`src/rtl/tt_extractor.sv`:
```
// tt_extractor: sweeps all 128 minterms of a 7-input function under test,
// assembles its 128-bit truth table and compares it against an expected ID.
// The result is handed out on a valid/ready interface.
// Optional build macro: TT_ONSET_EN adds onset_cnt, the number of ones in tt_out.
//
// state | meaning
// IDLE  | waiting for start; last result held on tt_out
// RUN   | driving idx on x_drv, sampling f_in after SETTLE idle cycles
// DONE  | tt_valid high, result held until tt_ready
module tt_extractor #(
  parameter int unsigned SETTLE = 2,
  parameter int unsigned CNT_W  = 4
) (
  input  logic         clk,
  input  logic         rst,
  input  logic         start,
  input  logic [127:0] exp_tt,
  output logic         busy,
  output logic [6:0]   x_drv,
  input  logic         f_in,
  output logic [127:0] tt_out,
  output logic         tt_match,
  output logic         tt_valid,
  input  logic         tt_ready
`ifdef TT_ONSET_EN
  ,
  output logic [7:0]   onset_cnt
`endif
);

  localparam logic [CNT_W-1:0] SETTLE_C = CNT_W'(SETTLE);

  typedef enum logic [1:0] {
    S_IDLE = 2'd0,
    S_RUN  = 2'd1,
    S_DONE = 2'd2
  } state_t;

  state_t             state_q, state_d;
  logic [6:0]         idx_q, idx_d;
  logic [CNT_W-1:0]   cnt_q, cnt_d;
  logic [127:0]       tt_q, tt_d;
  logic [127:0]       exp_q, exp_d;
  logic               match_q, match_d;
  logic               valid_q, valid_d;
`ifdef TT_ONSET_EN
  logic [7:0]         onset_q, onset_d;
`endif

  // State and datapath registers, cleared asynchronously.
  always_ff @(posedge clk or posedge rst) begin
    if (rst) begin
      state_q <= S_IDLE;
      idx_q   <= '0;
      cnt_q   <= '0;
      tt_q    <= '0;
      exp_q   <= '0;
      match_q <= 1'b0;
      valid_q <= 1'b0;
`ifdef TT_ONSET_EN
      onset_q <= '0;
`endif
    end else begin
      state_q <= state_d;
      idx_q   <= idx_d;
      cnt_q   <= cnt_d;
      tt_q    <= tt_d;
      exp_q   <= exp_d;
      match_q <= match_d;
      valid_q <= valid_d;
`ifdef TT_ONSET_EN
      onset_q <= onset_d;
`endif
    end
  end

  // Next-state logic: accept, settle/sample sweep, and result handshake.
  always_comb begin
    state_d = state_q;
    idx_d   = idx_q;
    cnt_d   = cnt_q;
    tt_d    = tt_q;
    exp_d   = exp_q;
    match_d = match_q;
    valid_d = valid_q;
`ifdef TT_ONSET_EN
    onset_d = onset_q;
`endif
    case (state_q)
      S_IDLE: begin
        if (start) begin
          state_d = S_RUN;
          exp_d   = exp_tt;
          tt_d    = '0;
          idx_d   = '0;
          cnt_d   = '0;
          match_d = 1'b0;
`ifdef TT_ONSET_EN
          onset_d = '0;
`endif
        end
      end
      S_RUN: begin
        if (cnt_q == SETTLE_C) begin
          cnt_d        = '0;
          tt_d[idx_q]  = f_in;
`ifdef TT_ONSET_EN
          onset_d      = onset_q + 8'(f_in);
`endif
          if (idx_q == 7'h7F) begin
            // Compare includes the bit written on this edge.
            state_d = S_DONE;
            valid_d = 1'b1;
            match_d = (tt_d == exp_q);
          end else begin
            idx_d = idx_q + 7'd1;
          end
        end else begin
          cnt_d = cnt_q + 1'b1;
        end
      end
      S_DONE: begin
        if (tt_ready) begin
          valid_d = 1'b0;
          state_d = S_IDLE;
        end
      end
      default: begin
        state_d = S_IDLE;
      end
    endcase
  end

  assign busy     = (state_q == S_RUN);
  assign x_drv    = idx_q;
  assign tt_out   = tt_q;
  assign tt_match = match_q;
  assign tt_valid = valid_q;
`ifdef TT_ONSET_EN
  assign onset_cnt = onset_q;
`endif

endmodule
```
`config.mk`:
```
export PLATFORM = sky130hd
export DESIGN_NAME = tt_extractor
export DESIGN_NICKNAME = d
export VERILOG_FILES = /design/src/rtl/tt_extractor.sv
export SDC_FILE = /design/constraint.sdc
export NUM_CORES = 1
export LEC_CHECK = 0
export CAP_MARGIN = 15
export CELL_PAD_IN_SITES_DETAIL_PLACEMENT = 1
export CELL_PAD_IN_SITES_GLOBAL_PLACEMENT = 1
export CORE_ASPECT_RATIO = 0.75
export CORE_MARGIN = 3
export CORE_UTILIZATION = 37
export CTS_BUF_LIST = sky130_fd_sc_hd__clkbuf_8
export CTS_CLUSTER_SIZE = 10
export DETAILED_ROUTE_END_ITERATION = 10
export GPL_ROUTABILITY_DRIVEN = 0
export HOLD_SLACK_MARGIN = 0.05
export PLACE_DENSITY = 0.85
export SLEW_MARGIN = 20
export SYNTH_ARGS = -nofsm -noshare
export SYNTH_HDL_FRONTEND = slang
export SYNTH_SLANG_ARGS = --single-unit
```
`constraint.sdc`:
```
create_clock -name clk -period 9.7 [get_ports clk]
set_input_delay 1.94 -clock clk [delete_from_list [all_inputs] [get_ports clk]]
set_output_delay 1.94 -clock clk [all_outputs]
set_load 0.005 [all_outputs]
```
Word-level counts from Yosys, hierarchy flattened
Index checks and enable logic that the tools add are counted.
W data, S select, Z words.

word-level totals
  flip-flop bits (word level) = 271
  bits of input ports = 133
  output and inout port bits = 138
  word-level logic and storage cells = 58

operators by class
  add/subtract/negate cells = 2
  magnitude comparators = 2
  eq/ne operators = 10
  mux-type cells = 26
  reduce and logical (&&, ||, !) cells = 11

operator list
  cell                   count
  $mux W128              2
  $pmux W128 S2          1
  $bwmux W128            1
  $eq A128 B128 Y1       1
  $mux W7                3
  $reduce_and A4 Y1      4
  $pmux W7 S2            1
  $lt A7 B8 Y1 const B   1
  $mux W2                4
  $mux W4                2
  $pmux W4 S2            1
  $add A7 B1 Y7 const B  1
  $demux W1 S7           1
  $eq A7 B7 Y1 const B   1
  $ge A7 B1 Y1 const B   1
  $mux W1                7
  $ne A2 B2 Y1 const B   3
  $pmux W2 S3            1
  $add A4 B1 Y4 const B  1
  $eq A4 B2 Y1 const B   1
  $ne A2 B1 Y1 const B   2
  $pmux W1 S2            2
  $reduce_and A2 Y1      2
  $reduce_bool A2 Y1     2
  5 further kinds        5

Depth between registers and ports, before layout
  depth in word-level cells = 9
  gate-level depth with buffers = 12

Worst setup path before layout
OpenSTA, ideal clock, no wires.

  path type = input -> register
  from = input f_in
  to = register match_q, in the netlist tt_match
  arrival time = 4026 ps
  required time = 9608 ps
  path slack = 5583 ps
  stages on the path = 10
  path buffers = 2
  cell sequence = inv_1 > clkbuf_1 > clkbuf_1 > nor3_1 > a21oi_1 > o2bb2ai_1 > nor4_1 > nand4_1 > or4_1 > o31ai_2

on the way
  word-level cells in the longest chain between the ends = 5

RTL lines
  what                  RTL line  source
  start, declared       20        input logic f_in,
  $bwmux W128           106       tt_d[idx_q] = f_in;
  $eq A128 B128 Y1      114       match_d = (tt_d == exp_q);
  $mux W1               110       if (idx_q == 7'h7F) begin
  $mux W1               104       if (cnt_q == SETTLE_C) begin
  $pmux W1 S2           89        case (state_q)
  end signal, assigned  69        match_q <= match_d;
  end, declared         44        logic match_q, match_d;

No other way between the ends. The select of a mux whose other input is x is not followed.
A chain may end at the register's enable or synchronous reset.

Final worst setup path
Ends and elaborated chain as after synthesis.

==> summary.md <==
| Metric | Value |
|---|---|
| Status | `complete, no violations` |
| Post-Route WL | `78.0 mm` |
| DP HPWL | `55.1 mm` |
| Vias in the first global route | `17575` |
| Worst vdd ir | `110 uV` |
| CTS tree | `done` |
| DR iter-0 viols | `2443` |
| IO Port Bufs | `270` |
| Crit path DAT | `5490 ps` |
| PwrDens | `219 nW/um2` |
| Fin cells | `2659` |
| Cell count after placement | `2573` |
| Post-route ant nets | `0` |
| Slew HR | `17.8%` |
| Clock period minus worst slack | `4940 ps` |
| Clock sink count | `271` |
| Global route overflow | `0` |
| Ant. Diodes | `0` |
| Max cap viols | `0` |
| Sw frac | `42.0%` |
| Cts hold-fix bufs | `0` |
| Setup repair bufs after CTS | `0` |
| H-tree Lvls | `2` |
| Buffers & Inverters on Critical Path | `3` |
| Critical-path cell list | `buf_4, inv_1, buf_4, and4_1, a2111oi_0, nand4_1, nor4_1, nand4_1, or4_1, o31ai_2` |
| Power, Total | `0.00434 W` |
| Netlist cell types | `76` |
| Top FF cell, synth | `dfrtp_1` |
| Min Hold Slack | `495 ps` |
| Final Skew | `46.3 ps` |
| DRT Pass-1 Iters | `10` |
| Synth area leaders | `dfrtp_1 (44%), nand2_1 (11%), o21ai_0 (7.9%)` |
| CTS root buf | `clkbuf_8` |
| EDFF count, synth | `0` |
| Number of fill cells | `4822` |
| Crit start category | `input port` |
| CTS Buf Count | `48` |
| Int Pwr | `0.00252 W` |
| Die ar. | `44600 um2` |
| Resize count post-CTS | `0` |
| Slowest Stage Delay on Critical Path | `570 ps` |
| Pins Over Slew Limit | `0` |
| IO Pins | `271` |
| Setup WS pre-CTS | `4330 ps` |
| Sequential share of the synthesized area | `43.6%` |
| DR vias/cell | `6.49` |
| Fraction of layout cells with a size suffix above 1 | `7.29%` |
| Logic pwr share | `31.4%` |
| First-pass GRT wire length | `114 mm` |
| Achievable Freq | `202 MHz` |
| Final setup violation count | `0` |
| Final Worst Setup Slack | `4760 ps` |
| Required time worst endpoint | `10250 ps` |
| Largest net degree at the start of global routing | `142` |
| Fin. Hold Viols | `0` |
| Core Area | `41200 um2` |
| Area leader, netlist | `dfrtp_1` |
| CP max-delay cell | `nor4_1` |
| Die H | `184 um` |
| Rows | `64` |
| Synthesized cell area | `15600 um2` |
| FFs w/ async S/R, synth | `100%` |
| Commonest non-fill, non-tap cell in the layout | `nand2_1` |
| Clock power frac | `28.9%` |
| Area Growth Syn to Fin | `27.2%` |
| CTS clk-pin slew, worst paths | `60 ps` |
| DIE WIDTH | `243 um` |
| Final #Nets | `2200` |
| #FFs+latches synth | `271` |
| Crit path capture type | `flip-flop` |
| Worst Path Max Fanout | `47` |
| Vias | `17252` |
| Setup_tns | `0 ps` |
| Total track usage | `33.8%` |
| Initial core utilization | `37.8%` |
| Critical path's top delay family | `simple AND/OR/NAND/NOR gates` |
| Clk_lat worst skew | `640 ps` |
| Pleak | `8.36 nW` |
| Synth warn | `0` |
| WS Path Type | `in -> reg` |
| Routed length per instance | `29.3 um` |
| Sw Pwr | `0.00182 W` |
| Max Buffers Root-to-Sink | `3` |
| RSZ-0062 raised after global routing | `no` |
| Tcrit/Tclk final | `50.9%` |
| DRC | `0` |
| Cell count after synthesis | `1864` |
| Synthesized area per cell | `8.34 um2` |
| Most frequent cells in the layout | `nand2_1 (443), dfrtp_1 (271), clkdlybuf4s50_1 (269)` |
| Flop pwr share | `39.7%` |
| Initial antenna violation count | `2` |
| Area share of the leading cell type in the synthesized netlist | `43.6%` |
| Hold Crit Class | `reg -> reg` |
| Net Count, Synth | `2000` |
| Worst-Margin Slew | `1230 ps` |
==> area by class of cell <==
class | instances | area, um2 | area share [%]
multi-input combinational | 1410 | 8070 | 40.8
inverter | 26 | 105 | 0.531
sequential | 271 | 6780 | 34.3
clock buffer | 61 | 840 | 4.24
clock inverter | 23 | 267 | 1.35
tap | 561 | 702 | 3.55
timing repair buffer | 307 | 3020 | 15.3
==> registers in the layout (all words and copies together), names as in the netlist <==
register / count
exp_q: 128
tt_valid: 1
x_drv: 7
state_q: 2
cnt_q: 4
tt_out: 128
tt_match: 1
==> stage by stage <==
| step | util, % | instance area (um2) |
|---|---|---|
| floorplan | - | 15600 |
| global placement | 45.2 | 18600 |
| detailed placement | 45.2 | 18600 |
| CTS | 47.9 | 19700 |
| global route | 48.1 | 19800 |
| finish | 48.1 | 19800 |
==> power by group through the flow <==
stage	sequential [W]	clock, W	combinational, W
global placement	0.00169	0	0.00123
floorplan	0.00150	0	0.000818
finish	0.00172	0.00126	0.00136
CTS	0.00168	0.00126	0.00129
global route	0.00172	0.00132	0.00144
detailed placement	0.00170	0	0.00128
==> final timing paths <==
path / startpoint / end / slack (ps) / depth (start not counted)
setup / recovery: f_in / tt_match / 4760 / 10
hold / removal: cnt_q[3] / cnt_q[3] / 490 / 1
setup reg to reg: x_drv[6] / tt_match / 5220 / 9
hold reg to reg: cnt_q[3] / cnt_q[3] / 490 / 1
max in group asynchronous: rst / tt_out[6] / 6310 / 4
min in group asynchronous: rst / exp_q[58] / 1770 / 2
==> routing by layer <==
metal / vias up / global-route usage, % / share of wire [%]
li1: 7045 / - / -
met1: 8433 / 43.0 / 37
met2: 1362 / 48.5 / 41
met3: 404 / 14.0 / 15
met4: 8 / 18.9 / 6.9
met5: - / 2.10 / 0.21
==> logic make-up (layout without fill, tap and decap cells) <==
logic type      count (synthesis)  in the layout  synth area share (%)
compound gates                552            552                  22.0
simple gates                  750            750                  22.9
flops                         271            271                  43.6
fa+ha+maj                       3              3                 0.241
mux                            60             60                  3.88
xor+xnor                       45             45                  2.53
buf+inv                       183            417                  4.84
==> cell usage after synthesis, types with 5 or more instances <==
library cell / n
nand4bb_1: 5
clkbuf_1: 121
a32oi_1: 12
a211oi_1: 7
buf_1: 8
nor3b_1: 5
o2111ai_1: 9
nand3b_1: 13
o22ai_1: 23
inv_1: 26
nor2b_1: 6
mux2i_1: 58
a31oi_1: 11
nand4_1: 24
a22o_1: 62
nand2b_1: 17
o2bb2ai_1: 7
a21o_1: 6
a21oi_1: 111
or4_1: 15
o311ai_0: 6
buf_4: 10
or3b_2: 7
xnor2_1: 23
nand3_1: 33
xor2_1: 22
nor2_1: 82
or3_1: 5
o21ai_0: 246
nor4_1: 18
nor3_1: 34
buf_2: 17
dfrtp_1: 271
nand2_1: 446
a32o_1: 6
==> worst register-to-register path: stages, from the launching register on <==
cell and delay (ps):
dfrtp_1 500, buf_4 300, and4bb_1 1000, a21oi_1 270, or4_1 560, or4_1 540, nor4_2 270, nand4_1 140
or4_1 600, o31ai_2 230
No activity file was read; power rests on OpenSTA's default activity.
